===== config.mk =====
export PLATFORM = sky130hd
export DESIGN_NAME = mem_write_scheduler
export DESIGN_NICKNAME = d
export VERILOG_FILES = /design/src/rtl/mem_write_scheduler.sv
export SDC_FILE = /design/constraint.sdc
export NUM_CORES = 1
export LEC_CHECK = 0
export BUFFER_PORTS_ARGS = -buffer_cell sky130_fd_sc_hd__buf_2
export CAP_MARGIN = 20
export CORE_MARGIN = 10
export CORE_UTILIZATION = 35
export CTS_BUF_LIST = sky130_fd_sc_hd__clkbuf_16
export DETAILED_ROUTE_END_ITERATION = 6
export SYNTH_ARGS = -nofsm -noshare
export SYNTH_HDL_FRONTEND = slang
export SYNTH_SLANG_ARGS = --single-unit

===== constraint.sdc =====
create_clock -name clk -period 2.4 [get_ports clk]
set_input_delay 0.48 -clock clk [delete_from_list [all_inputs] [get_ports clk]]
set_output_delay 0.48 -clock clk [all_outputs]
set_load 0.02 [all_outputs]

===== src/rtl/mem_write_scheduler.sv =====
// Issue stage for a dual-write / single-read register memory: buffers single writes,
// drains up to two per cycle (older on port 1), and holds reads off addresses still pending.
module mem_write_scheduler #(
  parameter int AW    = 4,
  parameter int DW    = 4,
  parameter int DEPTH = 4
) (
  input  logic                     clk,
  input  logic                     rst_n,
  input  logic                     wr_valid,
  output logic                     wr_ready,
  input  logic [AW-1:0]            wr_addr,
  input  logic [DW-1:0]            wr_data,
  input  logic                     rd_valid,
  output logic                     rd_ready,
  input  logic [AW-1:0]            rd_addr,
  input  logic                     stall,
  output logic                     we1,
  output logic [AW-1:0]            wa1,
  output logic [DW-1:0]            wd1,
  output logic                     we2,
  output logic [AW-1:0]            wa2,
  output logic [DW-1:0]            wd2,
  output logic                     re,
  output logic [AW-1:0]            ra,
  output logic [$clog2(DEPTH):0]   count
);

  localparam int PW = $clog2(DEPTH);
  localparam logic [PW:0]   CNT_FULL = (PW+1)'(DEPTH);
  localparam logic [PW:0]   CNT_TWO  = (PW+1)'(2);
  localparam logic [PW:0]   CNT_ONE  = (PW+1)'(1);
  localparam logic [PW-1:0] PTR_ONE  = PW'(1);

  logic [AW-1:0]    addr_reg [DEPTH];
  logic [DW-1:0]    data_reg [DEPTH];
  logic [PW-1:0]    rd_ptr_reg, wr_ptr_reg;
  logic [PW:0]      count_reg;

  logic [PW-1:0]    rd_ptr_next, wr_ptr_next, second_ptr;
  logic [PW:0]      count_next, pop_cnt;
  logic             push, issue_one, issue_two;
  logic [DEPTH-1:0] hit;

  assign count    = count_reg;
  assign wr_ready = (count_reg < CNT_FULL);
  assign push     = wr_valid && wr_ready;

  assign issue_one  = !stall && (count_reg != '0);
  assign issue_two  = !stall && (count_reg >= CNT_TWO);
  assign second_ptr = rd_ptr_reg + PTR_ONE;

  always_comb begin
    pop_cnt = '0;
    if (issue_two)      pop_cnt = CNT_TWO;
    else if (issue_one) pop_cnt = CNT_ONE;
  end

  assign we1 = issue_one;
  assign wa1 = issue_one ? addr_reg[rd_ptr_reg] : '0;
  assign wd1 = issue_one ? data_reg[rd_ptr_reg] : '0;
  assign we2 = issue_two;
  assign wa2 = issue_two ? addr_reg[second_ptr] : '0;
  assign wd2 = issue_two ? data_reg[second_ptr] : '0;

  // An entry is live when its distance from the head is below count; live entries
  // (including the pair leaving this cycle) block reads to the same address.
  generate
    for (genvar gi = 0; gi < DEPTH; gi++) begin : g_hit
      logic [PW-1:0] slot_off;
      assign slot_off = PW'(gi) - rd_ptr_reg;
      assign hit[gi]  = ({1'b0, slot_off} < count_reg) && (addr_reg[gi] == rd_addr);
    end
  endgenerate

  assign rd_ready = !stall && (hit == '0);
  assign re       = rd_valid && rd_ready;
  assign ra       = re ? rd_addr : '0;

  assign count_next  = count_reg + {{PW{1'b0}}, push} - pop_cnt;
  assign rd_ptr_next = rd_ptr_reg + pop_cnt[PW-1:0];
  assign wr_ptr_next = wr_ptr_reg + {{(PW-1){1'b0}}, push};

  always_ff @(posedge clk or negedge rst_n) begin
    if (!rst_n) begin
      count_reg  <= '0;
      rd_ptr_reg <= '0;
      wr_ptr_reg <= '0;
      for (int i = 0; i < DEPTH; i++) begin
        addr_reg[i] <= '0;
        data_reg[i] <= '0;
      end
    end else begin
      count_reg  <= count_next;
      rd_ptr_reg <= rd_ptr_next;
      wr_ptr_reg <= wr_ptr_next;
      // At full a push is never accepted, so the tail slot is always free here.
      if (push) begin
        addr_reg[wr_ptr_reg] <= wr_addr;
        data_reg[wr_ptr_reg] <= wr_data;
      end
    end
  end

endmodule


==> results.md, run 1 <==
* Status: finished with violations
* Failing checks: setup timing
* Final Skew at 0.00363 ns
* Yosys reg bits at 39
* Fillers at 655
* Post-Synthesis Cells at 194
* Total GRT Usage at 0.110
* Per-cell routed wire length at 17.2 um
* Starting density of the core at 0.360
* Worst hold path class: input pin to asynchronous set/reset pin
* Ys async rst share at 1.00
* Crit Path Category: flip-flop to primary output
* Mux cell area share after synthesis at 0.294
* Setup violators final at 5
* Initial antenna violation count at 0
* Sequential share of the synthesized area at 0.399
* Detailed placement HPWL at 4270 um
* Area Overhead vs Synth at 24.1%
* Slew Limit Fails at 0
* Die width at 104 um
* Most common cell after layout, fill and taps aside: buf_2
* Final hold vios at 0
* Largest family of logic cells by synthesized area: multiplexers
* Io pins at 45
* VDD IR max at 0.719 mV
* Largest net degree at the start of global routing at 40
* Core box area at 6790 um2
* Die ar. at 10700 um2
* Seq pwr share at 0.300
* Max incr delay on CP at 0.44 ns
* DRC violations left at 0
* RSZ-0062 raised after global routing: true
* Tightest Pin Transition at 0.882 ns
* Hold_buf cts at 0
* Switching Fraction at 0.400
* Fin area at 3040 um2
* First-pass GRT wire length at 9630 um
* Syn nets at 219
* Setup TNS after final layout at -0.156 ns
* Unique masters post-synth at 31
* IO Port Bufs at 44
* Share of cells above drive strength 1 at 0.510
* Power share of the combinational group at 0.558
* Synth Area in Simple Gates at 0.112
* Die Y at 104 um
* Max Cap Violations at 0
* CP max-delay cell: dfrtp_2
* Most used DFF post-synth: dfrtp_1
* Htree depth at 2
* Setup crit start kind: flip-flop
* CP arrival at 1.96 ns
* Xor/xnor cell area share of the yosys netlist at 0.0787
* Internal at 2.72 mW
* Compound-Gate Fraction of Synth Area at 0.0255
* Ant. Diodes at 0
* Psw at 1.81 mW
* Synth Area in Adders at 0.0439
* PD cells at 1490 nW/um2
* Total power at 4.53 mW
* Cell area after synthesis at 2450 um2
* Clock transition at the registers of the reported paths at 0.06 ns
* Vias at 1704
* Clk buf depth at 2
* Vias in the first global route at 1849
* CP Data Required Time at 1.92 ns
* Root Driver: clkbuf_16
* NumNets Final at 267
* Fmax at 0.409 GHz
* Leak Pwr at 1.36 nW
* Synth Area per Inst at 12.6 um2
* Cells along the critical path: xnor2_2 -> ha_1 -> a21oi_1 -> o21ai_1 -> nand3b_1 -> buf_12 -> nor3_4 -> buf_6
* Final period util at 1.02
* EDFF count, synth at 0
* Total gr overflow at 0
* Syn. warnings at 0
* TritonCTS clock tree: built
* Vias per inst at 5.03
* Starting DRT DRC Count at 80
* Clock power share at 0.142
* Crit. End Element: primary output
* Rows at 30
* Global placement routability congestion at 0.798
* CTS Buf Count at 5
* Initial DRT Pass Iterations at 4
* Routed Antenna Nets at 0
* Most frequent cells in the layout: buf_2, dfrtp_1, mux2_2
* Max-slew headroom at 0.412
* Fin crit period at 2.44 ns
* Worst hold slack at 0.318 ns
* Post-DP Area at 2840 um2
* Worst Setup Slack, final at -0.0441 ns
* DP Worst Slack at 0.0455 ns
* Maximum fanout along the worst path at 6
* Clock Sinks at 39
* Final WL at 5830 um
* Clock Latency Late Sink at 0.28 ns
## cells by family after synthesis
family | count (synthesis)
muxes | 48
and+or+nand+nor | 43
DFF | 39
xor gates and xnor gates | 22
buffers and inverters | 22
AOI/OAI and AO/OA | 12
adders and majority gates | 8
## area by class of cell
type                       count  area, um2  share of cell area
multi-input combinational    133       1430               0.470
timing repair buffer          52        330               0.109
clock inverter                 3       16.3             0.00535
clock buffer                   5        125              0.0412
inverter                      11       41.3              0.0136
tap                           96        120              0.0395
sequential                    39        978               0.322
## timing repair
item	4_1_cts	5_1_grt
pin swaps	1	0
setup buffers	1	1
setup endpoints to repair	12	21
gates resized for setup	13	4
## synth_stat cells, drive strengths merged, types with 2 or more instances
cell | number | area (um2)
xnor2 | 5 | 43.8
nor2b | 17 | 114
nand2b | 3 | 18.8
clkbuf | 3 | 12.5
mux4 | 16 | 360
mux2 | 32 | 360
buf | 8 | 60.1
nor2 | 3 | 13.8
ha | 7 | 87.6
xor2 | 17 | 149
dfrtp | 39 | 976
nor3 | 5 | 25.0
nor4 | 4 | 25.0
inv | 11 | 41.3
nand2 | 4 | 15.0
a21oi | 5 | 25.0
nand3 | 2 | 15.0
o21ai | 6 | 30.0
## worst max-delay path: cells and delay by family (launching register included)
| family | cells | cell delay (ns) |
|---|---|---|
| buf+inv | 2 | 0.31 |
| simple gates | 2 | 0.31 |
| flops | 1 | 0.44 |
| xor+xnor | 1 | 0.15 |
| fa+ha+maj | 1 | 0.28 |
| compound gates | 2 | 0.19 |
## worst paths after layout
path / to / slack, ns / from / depth (start not counted)
max in group asynchronous: count[1] / 1.47 / rst_n / 1
min in group clk: addr_reg[7] / 0.47 / wr_addr[3] / 2
worst max register to register: count[2] / 0.54 / count[2] / 5
worst min register to register: data_reg[5] / 0.53 / data_reg[5] / 1
worst min-delay path: data_reg[8] / 0.32 / rst_n / 1
worst max-delay path: ra[0] / -0.04 / rd_ptr_reg[1] / 8
## power groups by stage
stage	combinational, mW	sequential [mW]	clock [mW]
6_report	2.53	1.36	0.643
5_1_grt	2.78	1.41	0.693
4_1_cts	2.52	1.36	0.660
3_5_place_dp	2.48	1.37	0
3_3_place_gp	2.45	1.35	0
2_1_floorplan	1.92	1.30	0
## stage by stage
stage                      util  instances
after CTS                 0.445        338
after global routing      0.447        339
after detailed placement  0.417        329
after floorplan               -        194
final                     0.447        339
after global placement    0.417        329
## per-layer routing
layer  global-route usage  vias to the layer above  routed length (um)
li1                     -                      786                   -
met1                0.144                      860                2880
met2                0.169                       47                2600
met3               0.0322                       11                 243
met4               0.0343                        0                 102
met5                    0                        -                   0
Power figures use the tool's default switching activity.
==> inputs of run 2 (changes only) <==
--- a/config.mk
+++ b/config.mk
@@ -5,12 +5,14 @@
 export SDC_FILE = /design/constraint.sdc
 export NUM_CORES = 1
 export LEC_CHECK = 0
-export BUFFER_PORTS_ARGS = -buffer_cell sky130_fd_sc_hd__buf_2
 export CAP_MARGIN = 20
 export CORE_MARGIN = 10
 export CORE_UTILIZATION = 35
 export CTS_BUF_LIST = sky130_fd_sc_hd__clkbuf_16
 export DETAILED_ROUTE_END_ITERATION = 6
+export DONT_BUFFER_PORTS = 1
+export GPL_ROUTABILITY_DRIVEN = 0
+export PLACE_DENSITY = 0.53
 export SYNTH_ARGS = -nofsm -noshare
 export SYNTH_HDL_FRONTEND = slang
 export SYNTH_SLANG_ARGS = --single-unit
==> results.md, run 2 (same netlist as run 1, synthesis figures left out) <==
* Fmax at 0.405 GHz (was 0.409 GHz)
* First-pass GRT wire length at 9990 um (was 9630 um)
* Clock Latency Late Sink at 0.28 ns (about the same)
* Total GRT Usage at 0.118 (was 0.110)
* Routed Antenna Nets at 0 (unchanged)
* Largest net degree at the start of global routing at 40 (unchanged)
* Setup TNS after final layout at -0.181 ns (was -0.156 ns)
* Worst hold slack at 0.0397 ns (was 0.318 ns)
* Vias in the first global route at 1774 (was 1849)
* Ant. Diodes at 0 (unchanged)
* IO Port Bufs at 0 (was 44)
* Clock transition at the registers of the reported paths at 0.06 ns (about the same)
* Register area at 978 um2 (unchanged)
* Share of cells above drive strength 1 at 0.495 (was 0.510)
* Starting density of the core at 0.360 (unchanged)
* Switching Fraction at 0.402 (was 0.400)
* Slew Limit Fails at 0 (unchanged)
* Psw at 1.87 mW (was 1.81 mW)
* Status: finished with violations (unchanged)
* PD cells at 1560 nW/um2 (was 1490 nW/um2)
* CP arrival at 1.99 ns (was 1.96 ns)
* Clk buf depth at 2 (unchanged)
* Crit path launch: rd_ptr_reg[1] (unchanged)
* Origin of the critical flop-to-flop path: count[2] (unchanged)
* RSZ-0062 raised after global routing: true (unchanged)
* Final WL at 6310 um (was 5830 um)
* Total power at 4.66 mW (was 4.53 mW)
* Rows at 30 (unchanged)
* Setup violators final at 3 (was 5)
* Leak Pwr at 1.26 nW (was 1.36 nW)
* Clock power share at 0.136 (was 0.142)
* Io pins at 45 (unchanged)
* Die width at 104 um (unchanged)
* Final core occ at 0.441 (was 0.447)
* Starting DRT DRC Count at 88 (was 80)
* Crit. End Element: primary output (unchanged)
* Area Overhead vs Synth at 22.2% (was 24.1%)
* Worst Reg-to-Reg Cells at 5 (unchanged)
* Maximum fanout along the worst path at 5 (was 6)
* Footprint of the multi-input gates at 1480 um2 (was 1430 um2)
* Per-cell routed wire length at 20.2 um (was 17.2 um)
* Worst Setup Slack, final at -0.0670 ns (was -0.0441 ns)
* CTS Buf Count at 5 (unchanged)
* Crit Path Category: flip-flop to primary output (unchanged)
* Core box area at 6790 um2 (unchanged)
* Initial antenna violation count at 0 (unchanged)
* Total gr overflow at 0 (unchanged)
* Htree depth at 2 (unchanged)
* Vias per inst at 5.24 (was 5.03)
* CP Data Required Time at 1.92 ns (about the same)
* Final period util at 1.03 (was 1.02)
* Vias at 1636 (was 1704)
* Tightest Pin Transition at 0.613 ns (was 0.882 ns)
* Fillers at 640 (was 655)
* Post-DP Area at 2720 um2 (was 2840 um2)
* Fin crit period at 2.47 ns (was 2.44 ns)
* Failing checks: setup timing (unchanged)
* Max Cap Violations at 0 (unchanged)
* NumNets Final at 240 (was 267)
* Fin area at 2990 um2 (was 3040 um2)
* Setup crit start kind: flip-flop (unchanged)
* Initial DRT Pass Iterations at 4 (unchanged)
* TritonCTS clock tree: built (unchanged)
* Worst hold path class: input pin to asynchronous set/reset pin (unchanged)
* Final Skew at 0.00834 ns (was 0.00363 ns)
* Root Driver: clkbuf_16 (unchanged)
* Clock Sinks at 39 (unchanged)
* Detailed placement HPWL at 4600 um (was 4270 um)
* VDD IR max at 0.617 mV (was 0.719 mV)
* Internal at 2.78 mW (was 2.72 mW)
* DRC violations left at 0 (unchanged)
* Max-slew headroom at 0.591 (was 0.412)
* Final hold vios at 0 (unchanged)
* DP Worst Slack at 0.0970 ns (was 0.0455 ns)
* Most frequent cells in the layout: dfrtp_1, mux2_2, buf_4 (was buf_2, dfrtp_1, mux2_2)
* Die ar. at 10700 um2 (unchanged)
* R2R Path End: count[2] (unchanged)
* Most common cell after layout, fill and taps aside: dfrtp_1 (was buf_2)
* Fin cells at 312 (was 339)
* Die Y at 104 um (unchanged)
* Power share of the combinational group at 0.564 (was 0.558)
* R2r setup slk at 0.43 ns (was 0.54 ns)
* Placed insts at 300 (was 329)
* Seq pwr share at 0.301 (was 0.300)
-- run 2: changes by cell type in the layout (fill, tap and decap cells not counted), moves of 2 or more --
cell and change:
nor2b_1 -4, a21oi_2 +2, buf_4 +12, nor4_2 +2, nor4_1 -2, buf_2 -38, nor2b_2 +4, a21oi_1 -2
buf_6 -2
-- run 2: layer usage --
layer  vias to the layer above  wire, um  global-route usage
met5                         -         0                   0
met4                         0        57              0.0373
met3                         6       434              0.0440
met2                        35      3280               0.195
met1                       861      2540               0.137
li1                        734         -                   -
-- run 2: how the worst max path moves through the flow --
stage                       end  depth (start not counted)  slack (ns)
final                     ra[0]                          8       -0.07
after global routing      ra[0]                          8       -0.18
after CTS                 ra[3]                          8        -0.1
after detailed placement  ra[3]                          7         0.1
after global placement    ra[0]                          7        0.19
after floorplan           ra[0]                          8       -0.05
-- run 2: what timing repair did --
item / CTS / global route
hold buffers: 1 / 0
resized for setup: 10 / 15
pin swaps: 5 / 8
endpoints found under the setup margin: 10 / 18
hold endpoints to repair: 39 / 0
setup buffers: 1 / 2
-- run 2: critical path, stage by stage, from the launching register on --
cell and delay (ns):
dfrtp_2 0.44, xnor2_2 0.15, inv_1 0.09, ha_4 0.26
a21oi_2 0.05, o21ai_2 0.15, nand3_2 0.10, buf_6 0.16
nor3_4 0.30
-- run 2: area by class of cell --
cell class                      instances  share of cell area
Clock buffer                            5              0.0418
Clock inverter                          3             0.00543
Timing Repair Buffer                   25              0.0761
Tap cell                               96              0.0401
Multi-Input combinational cell        133               0.496
Sequential cell                        39               0.327
Inverter                               11              0.0138
-- run 2: power groups by stage --
stage / registers (mW) / logic [mW] / clock network, mW
final: 1.40 / 2.62 / 0.631
after global routing: 1.46 / 2.85 / 0.678
after CTS: 1.39 / 2.52 / 0.650
after detailed placement: 1.40 / 2.42 / 0
after global placement: 1.36 / 2.36 / 0
after floorplan: 1.30 / 1.92 / 0
